$ cat src/rtl/ntt_sched_ctrl.sv
// ntt_sched_ctrl: phase sequencer for the 8-BU NTT core (load, butterfly layers, scale, out).
// Drives memory addresses, BU enables, zeta ROM bases and latency-matched write-back strobes.
module ntt_sched_ctrl #(
    parameter int ROWS      = 16,
    parameter int LAYERS    = 7,
    parameter int RD_LAT    = 1,
    parameter int BU_LAT    = 4,
    parameter int ADDR_ZETA = 7
) (
    input  logic                        clk_i,
    input  logic                        rst_ni,
    input  logic                        start_i,
    input  logic                        is_ntt_i,
    input  logic                        valid_input_i,
    output logic                        ld_we_o,
    output logic [$clog2(ROWS)-1:0]     ld_addr_o,
    output logic                        rd_en_o,
    output logic [$clog2(ROWS)-1:0]     rd_addr_o,
    output logic                        bu_en_o,
    output logic [1:0]                  mode_o,
    output logic [$clog2(LAYERS)-1:0]   layer_o,
    output logic [ADDR_ZETA-1:0]        zeta_base_o,
    output logic                        wb_we_o,
    output logic [$clog2(ROWS)-1:0]     wb_addr_o,
    output logic                        dout_valid_o,
    output logic [$clog2(ROWS)-1:0]     dout_addr_o,
    output logic                        busy_o,
    output logic                        done_o
);

    localparam int CW       = $clog2(ROWS);
    localparam int LW       = $clog2(LAYERS);
    localparam int WB_DEPTH = RD_LAT + BU_LAT;

    localparam logic [1:0] MODE_CT    = 2'd0;
    localparam logic [1:0] MODE_GS    = 2'd1;
    localparam logic [1:0] MODE_SCALE = 2'd2;
    localparam logic [1:0] MODE_IDLE  = 2'd3;

    typedef enum logic [2:0] {
        S_IDLE, S_LOAD, S_COMPUTE, S_DRAIN, S_SCALE, S_OUT, S_DONE
    } state_t;

    state_t              state_q, state_d;
    logic [CW-1:0]       cnt_q, cnt_d;
    logic [LW-1:0]       layer_q, layer_d;
    logic                inv_q, inv_d;
    logic                scale_q, scale_d;
    logic                issued_q, issued_d;

    logic [ADDR_ZETA-1:0] cnt_ext, grp, pow, zeta_calc, zeta_iss;
    logic                 wb_in, last_layer, layer_mode_gs;

    logic [RD_LAT-1:0]                 rp_en, rp_out;
    logic [RD_LAT-1:0][CW-1:0]         rp_addr;
    logic [RD_LAT-1:0][ADDR_ZETA-1:0]  rp_zeta;
    logic [WB_DEPTH-1:0]               wp_we;
    logic [WB_DEPTH-1:0][CW-1:0]       wp_addr;

    // Twiddle grouping: early layers share a zeta across 2^(4-l) rows, late layers split rows.
    always_comb begin
        cnt_ext = ADDR_ZETA'(cnt_q);
        if (int'(layer_q) <= CW) grp = cnt_ext >> (CW - int'(layer_q));
        else                     grp = cnt_ext << (int'(layer_q) - CW);
        pow       = ADDR_ZETA'(1) << layer_q;
        zeta_calc = inv_q ? ((pow << 1) - ADDR_ZETA'(1) - grp) : (pow + grp);
    end

    assign last_layer    = inv_q ? (layer_q == '0) : (layer_q == LW'(LAYERS - 1));
    assign layer_mode_gs = inv_q;

    always_comb begin
        state_d   = state_q;
        cnt_d     = cnt_q;
        layer_d   = layer_q;
        inv_d     = inv_q;
        scale_d   = scale_q;
        issued_d  = issued_q;
        ld_we_o   = 1'b0;
        ld_addr_o = '0;
        rd_en_o   = 1'b0;
        rd_addr_o = '0;
        mode_o    = MODE_IDLE;
        zeta_iss  = '0;
        wb_in     = 1'b0;
        done_o    = 1'b0;
        busy_o    = (state_q != S_IDLE);

        case (state_q)
            S_IDLE: begin
                if (start_i) begin
                    inv_d    = ~is_ntt_i;
                    cnt_d    = '0;
                    scale_d  = 1'b0;
                    issued_d = 1'b0;
                    layer_d  = is_ntt_i ? '0 : LW'(LAYERS - 1);
                    state_d  = S_LOAD;
                end
            end
            S_LOAD: begin
                ld_we_o   = valid_input_i;
                ld_addr_o = cnt_q;
                if (valid_input_i) begin
                    cnt_d = cnt_q + CW'(1);
                    if (cnt_q == CW'(ROWS - 1)) state_d = S_COMPUTE;
                end
            end
            S_COMPUTE: begin
                rd_en_o   = 1'b1;
                rd_addr_o = cnt_q;
                mode_o    = layer_mode_gs ? MODE_GS : MODE_CT;
                zeta_iss  = zeta_calc;
                wb_in     = 1'b1;
                cnt_d     = cnt_q + CW'(1);
                if (cnt_q == CW'(ROWS - 1)) state_d = S_DRAIN;
            end
            // Wait out the full read+BU latency so the next pass never reads a stale row.
            S_DRAIN: begin
                mode_o = scale_q ? MODE_SCALE : (layer_mode_gs ? MODE_GS : MODE_CT);
                cnt_d  = cnt_q + CW'(1);
                if (cnt_q == CW'(WB_DEPTH - 1)) begin
                    cnt_d = '0;
                    if (scale_q) begin
                        state_d = S_OUT;
                    end else if (last_layer) begin
                        if (inv_q) begin
                            scale_d = 1'b1;
                            state_d = S_SCALE;
                        end else begin
                            state_d = S_OUT;
                        end
                    end else begin
                        layer_d = inv_q ? (layer_q - LW'(1)) : (layer_q + LW'(1));
                        state_d = S_COMPUTE;
                    end
                end
            end
            S_SCALE: begin
                rd_en_o   = 1'b1;
                rd_addr_o = cnt_q;
                mode_o    = MODE_SCALE;
                wb_in     = 1'b1;
                cnt_d     = cnt_q + CW'(1);
                if (cnt_q == CW'(ROWS - 1)) state_d = S_DRAIN;
            end
            S_OUT: begin
                if (!issued_q) begin
                    rd_en_o   = 1'b1;
                    rd_addr_o = cnt_q;
                    cnt_d     = cnt_q + CW'(1);
                    if (cnt_q == CW'(ROWS - 1)) issued_d = 1'b1;
                end
                if (dout_valid_o && (dout_addr_o == CW'(ROWS - 1))) state_d = S_DONE;
            end
            S_DONE: begin
                done_o  = 1'b1;
                state_d = S_IDLE;
            end
            default: state_d = S_IDLE;
        endcase
    end

    // Read-latency pipe feeds the BU and output side; the longer pipe times the write-back.
    always_ff @(posedge clk_i) begin
        if (!rst_ni) begin
            state_q  <= S_IDLE;
            cnt_q    <= '0;
            layer_q  <= '0;
            inv_q    <= 1'b0;
            scale_q  <= 1'b0;
            issued_q <= 1'b0;
            rp_en    <= '0;
            rp_out   <= '0;
            rp_addr  <= '0;
            rp_zeta  <= '0;
            wp_we    <= '0;
            wp_addr  <= '0;
        end else begin
            state_q    <= state_d;
            cnt_q      <= cnt_d;
            layer_q    <= layer_d;
            inv_q      <= inv_d;
            scale_q    <= scale_d;
            issued_q   <= issued_d;
            rp_en[0]   <= rd_en_o;
            rp_out[0]  <= rd_en_o && (state_q == S_OUT);
            rp_addr[0] <= rd_addr_o;
            rp_zeta[0] <= zeta_iss;
            for (int i = 1; i < RD_LAT; i++) begin
                rp_en[i]   <= rp_en[i-1];
                rp_out[i]  <= rp_out[i-1];
                rp_addr[i] <= rp_addr[i-1];
                rp_zeta[i] <= rp_zeta[i-1];
            end
            wp_we[0]   <= wb_in;
            wp_addr[0] <= rd_addr_o;
            for (int i = 1; i < WB_DEPTH; i++) begin
                wp_we[i]   <= wp_we[i-1];
                wp_addr[i] <= wp_addr[i-1];
            end
        end
    end

    assign bu_en_o      = rp_en[RD_LAT-1];
    assign zeta_base_o  = rp_zeta[RD_LAT-1];
    assign dout_valid_o = rp_out[RD_LAT-1];
    assign dout_addr_o  = dout_valid_o ? rp_addr[RD_LAT-1] : '0;
    assign wb_we_o      = wp_we[WB_DEPTH-1];
    assign wb_addr_o    = wp_addr[WB_DEPTH-1];
    assign layer_o      = layer_q;

endmodule

$ cat config.mk
export PLATFORM = sky130hd
export DESIGN_NAME = ntt_sched_ctrl
export DESIGN_NICKNAME = d
export VERILOG_FILES = /design/src/rtl/ntt_sched_ctrl.sv
export SDC_FILE = /design/constraint.sdc
export NUM_CORES = 1
export LEC_CHECK = 0
export BUFFER_PORTS_ARGS = -buffer_cell sky130_fd_sc_hd__buf_2
export CAP_MARGIN = 30
export CORE_MARGIN = 2
export CORE_UTILIZATION = 49
export CTS_CLUSTER_SIZE = 30
export DETAILED_ROUTE_END_ITERATION = 10
export GPL_TIMING_DRIVEN = 0
export PLACE_DENSITY = 0.72
export SYNTH_ARGS = -nofsm -noshare
export SYNTH_HDL_FRONTEND = slang
export SYNTH_SLANG_ARGS = --single-unit
$ cat constraint.sdc
create_clock -name clk_i -period 3.6 [get_ports clk_i]
set_input_delay 0.9 -clock clk_i [delete_from_list [all_inputs] [get_ports clk_i]]
set_output_delay 0.9 -clock clk_i [all_outputs]
set_load 0.005 [all_outputs]
### Word-level counts from Yosys, hierarchy flattened

Index checks and enable logic that the tools add are counted.

* register bits: 47
* input bits: 5
* output and inout port bits: 35
* word-level logic and storage cells: 109

* add/subtract/negate cells: 8
* $lt $le $gt $ge: 1
* equality and inequality tests: 19
* shifts and indexed selects: 3
* mux-type cells: 46
* bitwise operators: 1
* reductions and logical operators: 16

Operators by type and width (number)
* 2-to-1 mux 3 bit: 14
* << shifter 4 x 32 -> 7 bit: 1
* right shift 4 x 32 -> 7 bit: 1
* 2-to-1 mux 4 bit: 7
* case mux 4 bit (5 select lines): 1
* != test 2 bit (second input constant): 8
* case mux 3 bit (5 select lines): 1
* 2-to-1 mux 1 bit: 14
* 2-to-1 mux 7 bit: 2
* equality test 3 bit (second input constant): 4
* equality test 4 bit (second input constant): 2
* case mux 4 bit (2 select lines): 1
* adder 7 bit: 1
* << shifter 1 x 3 -> 7 bit (first input constant): 1
* subtractor 7 x 1 -> 7 bit (second input constant): 1
* subtractor 7 bit: 1
* equality test 3 x 2 -> 1 bit (second input constant): 2
* zero test 3 bit: 2
* case mux 1 bit (2 select lines): 3
* case mux 2 bit (3 select lines): 1
* case mux 3 bit (2 select lines): 1
* AND reduction 2 bit: 3
* AND reduction 6 bit: 1
* AND reduction 5 bit: 1
* 18 further kinds: 20

### Longest topological paths before layout

Gate-level depths: netlist of run 1.

* depth after elaboration: 6
* gate-level depth with buffers: 19
* mapped depth without buffers: 17

### Worst setup path after synthesis of run 1

OpenSTA, ideal clock, no wires.

* kind: register to register
* start point: reg layer_q[1], in the netlist layer_o[1]
* end point: reg rp_zeta (netlist bit zeta_base_o[6])
* library setup time: 0.136 ns
* arrival time: 3.721 ns
* required time: 3.464 ns
* path slack: -0.257 ns
* stages on the path, launching flop included: 18
* path buffers: 2
* period minus slack after synthesis: 3.857 ns
* path through: dfxtp_1 > clkbuf_2 > clkbuf_1 > inv_1 > ha_1 > inv_1 > ha_1 > nand2_2 > o41ai_1 > ha_1 > inv_1 > fa_1 > nor2b_1 > nor2_1 > a221oi_2 > mux2_1 > nor4_1 > a211oi_2

* word-level cells in the longest chain between the ends: 5
* elaborated cells on any way between the ends: 11
* those cells by class: add/sub: 5; order compare: 1; shift: 3; mux: 2

RTL lines
* start, declared: RTL line 46 `logic [LW-1:0] layer_q, layer_d;`
* start signal, assigned: RTL line 181 `layer_q <= layer_d;`
* subtractor 3 x 3 -> 4 bit, on equally long branches: RTL line 64, 63
* << shifter 4 x 32 -> 7 bit or right shift 4 x 32 -> 7 bit (tied branches): RTL line 64, 63
* 2-to-1 mux 7 bit: RTL line 63 `if (int'(layer_q) <= CW) grp = cnt_ext >> (CW - int'(layer_q));`
* adder 7 bit or subtractor 7 bit (tied branches): RTL line 66 `zeta_calc = inv_q ? ((pow << 1) - ADDR_ZETA'(1) - grp) : (pow + grp);`
* 2-to-1 mux 7 bit *: RTL line 66
* end signal, assigned by index: RTL line 193 `rp_zeta[i] <= rp_zeta[i-1];`
* end, declared: RTL line 56 `logic [RD_LAT-1:0][ADDR_ZETA-1:0] rp_zeta;`

Mark *: on every way between the ends. The rest lies on a longest branch, timed or not.
A chain may end at the register's enable or synchronous reset.

### Final worst setup path of run 1

Same ends and word-level chain as after synthesis.

==> results.toml, run 1 <==
[cts]
clock_latency_ns = 0.32
h-tree-depth = 2
cts.sinks = 47
cts_tree = "done"
path_clk_slew_ns = 0.10
clock_tree.root_cell = "clkbuf_8"
max-clock-path-buffers = 2
numCtsBuffers = 5

[synth]
syn-mean-instance-area_um2 = 8.29
synth_edf_count = 0
synth_ff_type = "dfxtp_1"
synth_cell_types = 61
synth_cells = 347
yosysSeqAreaShare_pct = 32.7
synth_area_um2 = 2880
syn_nets = 372
synthArstFlopShare_pct = 0
ys_ff_latch = 47
ys_warn_count = 0

[power]
p_leak_nw = 1.55
power_density_nw_per_um2 = 460
ir_drop_v = 0.000248

[sta]
slew-limit-headroom_pct = 54.6
max_freq_mhz = 286
worst_pin_slew_ns = 0.680
setup_viol = 0
post-route-period-util_pct = 97.2
period_needed_ns = 3.50
finClkSkew_ns = 0.0116
setup_slack_ns = 0.102
drv_slew = 0
hold_viol_final = 0

[layout]
fin_nets = 428
final_common_cell = "dfxtp_1"
mostFrequentLayoutCells = "dfxtp_1, buf_2, nand2_1, and2_1, nor2_1"
syn_to_final_growth_pct = 20.9
drive_gt1_share_pct = 24.8
antennaDiodeCount = 0
fin_area_um2 = 3480

[outcome]
status = "completed"

[detailed_routing]
ant_nets = 0
via_per_inst = 5.55
drc = 0
drt_first_pass_iters = 6
detail_route.iter0.violations = 191
wl_mm = 7.03
wl_per_cell_um = 14.8
num_vias = 2643

[worst_setup_path]
cp_top_family = "adder cells"
path_cells = "clkbuf_8 > inv_6 > ha_4 > inv_2 > ha_4 > nand2b_1 > a211o_1 > o41ai_4 > ha_2 > inv_1 > fa_2 > nor2b_2 > nor2_1 > a221oi_2 > buf_4 > mux2_4 > nor4_4 > a211oi_2"
slowest_delay_ns = 0.40
r2r_slack_ns = 0.10
end_kind = "flop"
path_max_fanout = 10
required_ns = 3.77
critPathMostFrequentCell = "ha_4"
crit_path_start_kind = "flop"
crit_type = "flop to flop"
slowest_stage = "fa_2"
critPathBufInv = 5
cp.arrival_ns = 3.67

[grt]
grt_pass1_vias = 2366
antenna_found_initial = 0
grt_start_max_net_pins = 18
grt_pass1_wl_mm = 11.3
grt_overflow = 0
grt_usage_pct = 22.6

[flow_run]
max-cap-violations = 0

[placed_design]
finalWeightedCongestion = 0.921
dp_slack_ns = -0.408
place_area_um2 = 3190
dp_hpwl_mm = 4.91
portBuffers = 39

[die]
core_um2 = 5570
die-width_um = 80.6
fp.dieH_um = 80.6
row_count = 27
initial_utilization_pct = 51.6
ios = 40
dieArea_um2 = 6500

[min_path]
hp-class = "flop to flop"
flip-flops by register name, indices dropped and copies added (netlist names):
| register | cells |
|---|---|
| dout_valid_o | 1 |
| state_q | 3 |
| wb_addr_o | 4 |
| bu_en_o | 1 |
| wp_we | 5 |
| inv_q | 1 |
| issued_q | 1 |
| scale_q | 1 |
| layer_o | 3 |
| wp_addr | 16 |
| zeta_base_o | 7 |
| cnt_q | 4 |
cells by family (layout without fill, tap and decap cells):
family	count (synthesis)	in the layout	synth area share, %
buffers and inverters	49	106	7.44
XOR/XNOR	17	17	5.18
AND/OR/NAND/NOR	139	139	25.1
adder cells (fa/ha/maj)	20	20	9.49
AO/OA/AOI/OAI	67	67	17.2
multiplexers	8	8	2.87
flip-flops	47	47	32.7
through the flow:
| stage | setup TNS (ns) | power [mW] | hold WS (ns) | cells | utilization, % |
|---|---|---|---|---|---|
| 2_1_floorplan | 0 | 1.04 | 0.412 | 347 | - |
| 3_3_place_gp | -0.407 | 1.18 | 0.413 | 458 | 57.2 |
| 3_5_place_dp | -0.500 | 1.19 | 0.422 | 458 | 57.2 |
| 4_1_cts | 0 | 1.56 | 0.445 | 469 | 60.2 |
| 5_1_grt | -0.0315 | 1.71 | 0.454 | 476 | 62.4 |
| 6_report | 0 | 1.60 | 0.441 | 476 | 62.4 |
worst paths after layout:
path,cells past startpoint,end,startpoint
max,18,zeta_base_o[6],layer_o[1]
min,1,wp_addr[15],wp_addr[11]
min reg2reg,1,wp_addr[15],wp_addr[11]
max reg2reg,18,zeta_base_o[6],layer_o[1]
routing by layer:
layer	share of wire (%)	routed length [um]	global-route usage, %
met5	0	0	0
met1	43	3050	30.1
met2	47	3310	36.4
met3	6.3	445	3.71
met4	3.1	216	8.64
synthesized netlist by cell type, types with 3 or more instances:
library cell	number	area [um^2]
a211oi_1	4	30.0
a21o_1	4	30.0
a21oi_1	14	70.1
a31oi_1	6	37.5
and2_1	32	200
and3_1	6	37.5
buf_1	3	11.3
buf_2	5	25.0
buf_4	6	45.0
clkbuf_1	12	45.0
dfxtp_1	47	941
fa_1	3	60.1
ha_1	17	213
inv_1	20	75.1
mux2i_1	6	60.1
nand2_1	32	120
nand2b_1	4	25.0
nand3_1	5	25.0
nand4_1	4	25.0
nor2_1	29	109
nor2b_1	6	37.5
nor3_1	7	35.0
o21ai_0	9	45.0
o31ai_1	4	30.0
o32ai_1	4	35.0
xnor2_1	11	96.3
xor2_1	6	52.6
power by group:
group	switching (mW)	internal, mW
Sequential	0.0162	0.551
Clock	0.206	0.144
Combinational	0.401	0.282
cell type report:
cell class	instances	area, um^2
multi-input combinational	251	1810
buffer	26	160
fill	509	2100
tap	72	90.1
clock inverter	3	27.5
sequential	47	952
clock buffer	5	68.8
timing repair buffer	50	278
inverter	22	91.3
repair_timing:
item	CTS	global route
resized for setup	11	21
setup endpoints to repair	2	3
hold buffers	0	0
pin swaps	2	7
setup buffers	4	7
Power figures use the tool's default switching activity.
==> run 2: changes to the inputs <==
--- a/config.mk
+++ b/config.mk
@@ -5,14 +5,15 @@
 export SDC_FILE = /design/constraint.sdc
 export NUM_CORES = 1
 export LEC_CHECK = 0
+export ABC_AREA = 1
 export BUFFER_PORTS_ARGS = -buffer_cell sky130_fd_sc_hd__buf_2
 export CAP_MARGIN = 30
 export CORE_MARGIN = 2
-export CORE_UTILIZATION = 49
+export CORE_UTILIZATION = 30
 export CTS_CLUSTER_SIZE = 30
 export DETAILED_ROUTE_END_ITERATION = 10
 export GPL_TIMING_DRIVEN = 0
-export PLACE_DENSITY = 0.72
+export SKIP_CTS_REPAIR_TIMING = 1
 export SYNTH_ARGS = -nofsm -noshare
 export SYNTH_HDL_FRONTEND = slang
 export SYNTH_SLANG_ARGS = --single-unit
==> results.toml, run 2 <==
[layout]
multi_input_area_um2 = 1480
seqCellArea_um2 = 941
largest_register = "wp_addr"
largest_reg_flops = 16
fin_util_pct = 35.1
final_common_cell = "nand2_1"
antennaDiodeCount = 0
fillCellCount = 969
drive_gt1_share_pct = 22.7
fin_nets = 456
mostFrequentLayoutCells = "nand2_1, inv_1, dfxtp_1"
syn_to_final_growth_pct = 15.3

[grt]
grt_usage_pct = 12.6
grt_pass1_wl_mm = 10.2
grt_pass1_vias = 2225
antenna_found_initial = 0
grt_overflow = 0
grt_start_max_net_pins = 18

[synth]
synth_most_common_cell = "nand2_1"
synth_area_um2 = 2780
yosysTopAreaCellShare_pct = 33.9
synth_cells = 386
synth_edf_count = 0
syn-mean-instance-area_um2 = 7.19
netlist_top_cells_area = "dfxtp_1, nand2_1, inv_1"
synth_ff_type = "dfxtp_1"
synth_top_cells_by_count = "nand2_1, inv_1, dfxtp_1"
ys_ff_latch = 47
synth_cell_types = 44
ys_warn_count = 0
synth_top_area_cell = "dfxtp_1"
yosysSeqAreaShare_pct = 33.9
synthArstFlopShare_pct = 0
syn_nets = 411

[detailed_routing]
wl_mm = 6.07
num_vias = 2437
drc = 0
drt_first_pass_iters = 4
ant_nets = 0
detail_route.iter0.violations = 154
via_per_inst = 4.49
wl_per_cell_um = 11.2

[placed_design]
dp_hpwl_mm = 4.72
portBuffers = 38
finalWeightedCongestion = 0.896

[sta]
finClkSkew_ns = 0.00879
setup_viol = 0
setup-tns-final_ns = 0
slew-limit-headroom_pct = 68.5
post-route-period-util_pct = 86.7
drv_slew = 0
max_freq_mhz = 320
rsz0062_at_grt = "false"
period_needed_ns = 3.12
worst_pin_slew_ns = 0.473
hold_viol_final = 0

[die]
die-width_um = 100
core_um2 = 9110
initial_utilization_pct = 30.5
row_count = 35
fp.dieH_um = 100
dieArea_um2 = 10000
ios = 40

[cts]
clock_latency_ns = 0.31
h-tree-depth = 2
max-clock-path-buffers = 2
cts_tree = "done"
clock_tree.root_cell = "clkbuf_8"
path_clk_slew_ns = 0.10
cts.sinks = 47
numCtsBuffers = 5

[worst_setup_path]
path_max_fanout = 8
crit_path_start_kind = "flop"
cp.arrival_ns = 3.37
required_ns = 3.85
crit_type = "flop to flop"
end_kind = "flop"

[power]
ir_drop_v = 0.000225
power_density_nw_per_um2 = 616
p_leak_nw = 1.76

[flow_run]
max-cap-violations = 0

[outcome]
status = "completed"

[min_path]
hp-class = "flop to flop"
run 2: cell types whose count changed after synthesis, moves of 7 or more:
cell      before  now
inv_1         20   63
nand2_1       32   73
and2_1        32    2
inv_2          1   13
nand2_2        1   12
a21oi_1       14   24
nand3_1        5   15
clkbuf_1      12    3
nor2_1        29   37
xnor2_1       11    3
o21ai_0        9   16
run 2: path summary, 6_finish.rpt:
path | slack (ns) | from | cells past startpoint | to
hold reg to reg | 0.41 | wp_addr[6] | 2 | wp_addr[10]
setup reg to reg | 0.48 | layer_o[0] | 17 | zeta_base_o[6]
hold / removal | 0.41 | wp_addr[6] | 2 | wp_addr[10]
setup / recovery | 0.48 | layer_o[0] | 17 | zeta_base_o[6]
run 2: per-stage QoR:
stage	std cells	setup WS (ns)	power [mW]	hold slack (ns)	instance area [um^2]
floorplan	386	0.864	1.38	0.390	2780
global placement	535	0.474	1.62	0.392	3100
detailed placement	535	0.494	1.63	0.396	3100
CTS	543	0.451	1.99	0.416	3200
global route	543	0.193	2.16	0.428	3200
finish	543	0.478	1.97	0.412	3200
run 2: metal layers:
metal  vias up  GRT usage (%)  routed length, um
met5         -              0                  0
li1       1296              -                  -
met4         0           4.95                 92
met3         8           2.30                229
met2        42           20.8               2830
met1      1091           16.4               2920
run 2: report_power, final:
group | switching (mW) | leakage [nW] | total, mW | internal [mW]
clock network | 0.202 | 0.0467 | 0.346 | 0.144
registers | 0.0658 | 0.381 | 0.649 | 0.583
logic | 0.617 | 1.33 | 0.976 | 0.359
total | 0.884 | 1.76 | 1.97 | 1.09
run 2: layout make-up:
cell class | instances | area share [%]
Clock inverter | 3 | 0.860
Buffer | 10 | 2.03
Tap cell | 111 | 4.34
Multi-Input combinational cell | 252 | 46.2
Timing Repair Buffer | 38 | 5.94
Clock buffer | 5 | 2.15
Inverter | 77 | 9.03
Sequential cell | 47 | 29.4
run 2: kinds of logic (layout without fill, tap and decap cells):
family	Yosys count	count (layout)	synth area share, %
and+or+nand+nor	165	165	28.1
buffers and inverters	87	133	12.8
AOI/OAI and AO/OA	61	61	13.3
DFF	47	47	33.9
adders and majority gates	20	20	9.83
xor gates and xnor gates	6	6	2.16
run 2: critical path, cell delays in order, from the launching register on:
cell and delay, ns:
dfxtp_1 0.53, inv_2 0.17, ha_1 0.28, inv_1 0.07, ha_1 0.18, nand2_1 0.13, nor2_2 0.20, a31o_2 0.20
ha_1 0.16, inv_1 0.05, fa_1 0.40, o21bai_1 0.19, nand2_2 0.08, nand2_2 0.09, nand3_2 0.08, nand3_1 0.07
nand3_1 0.08, a21oi_1 0.13
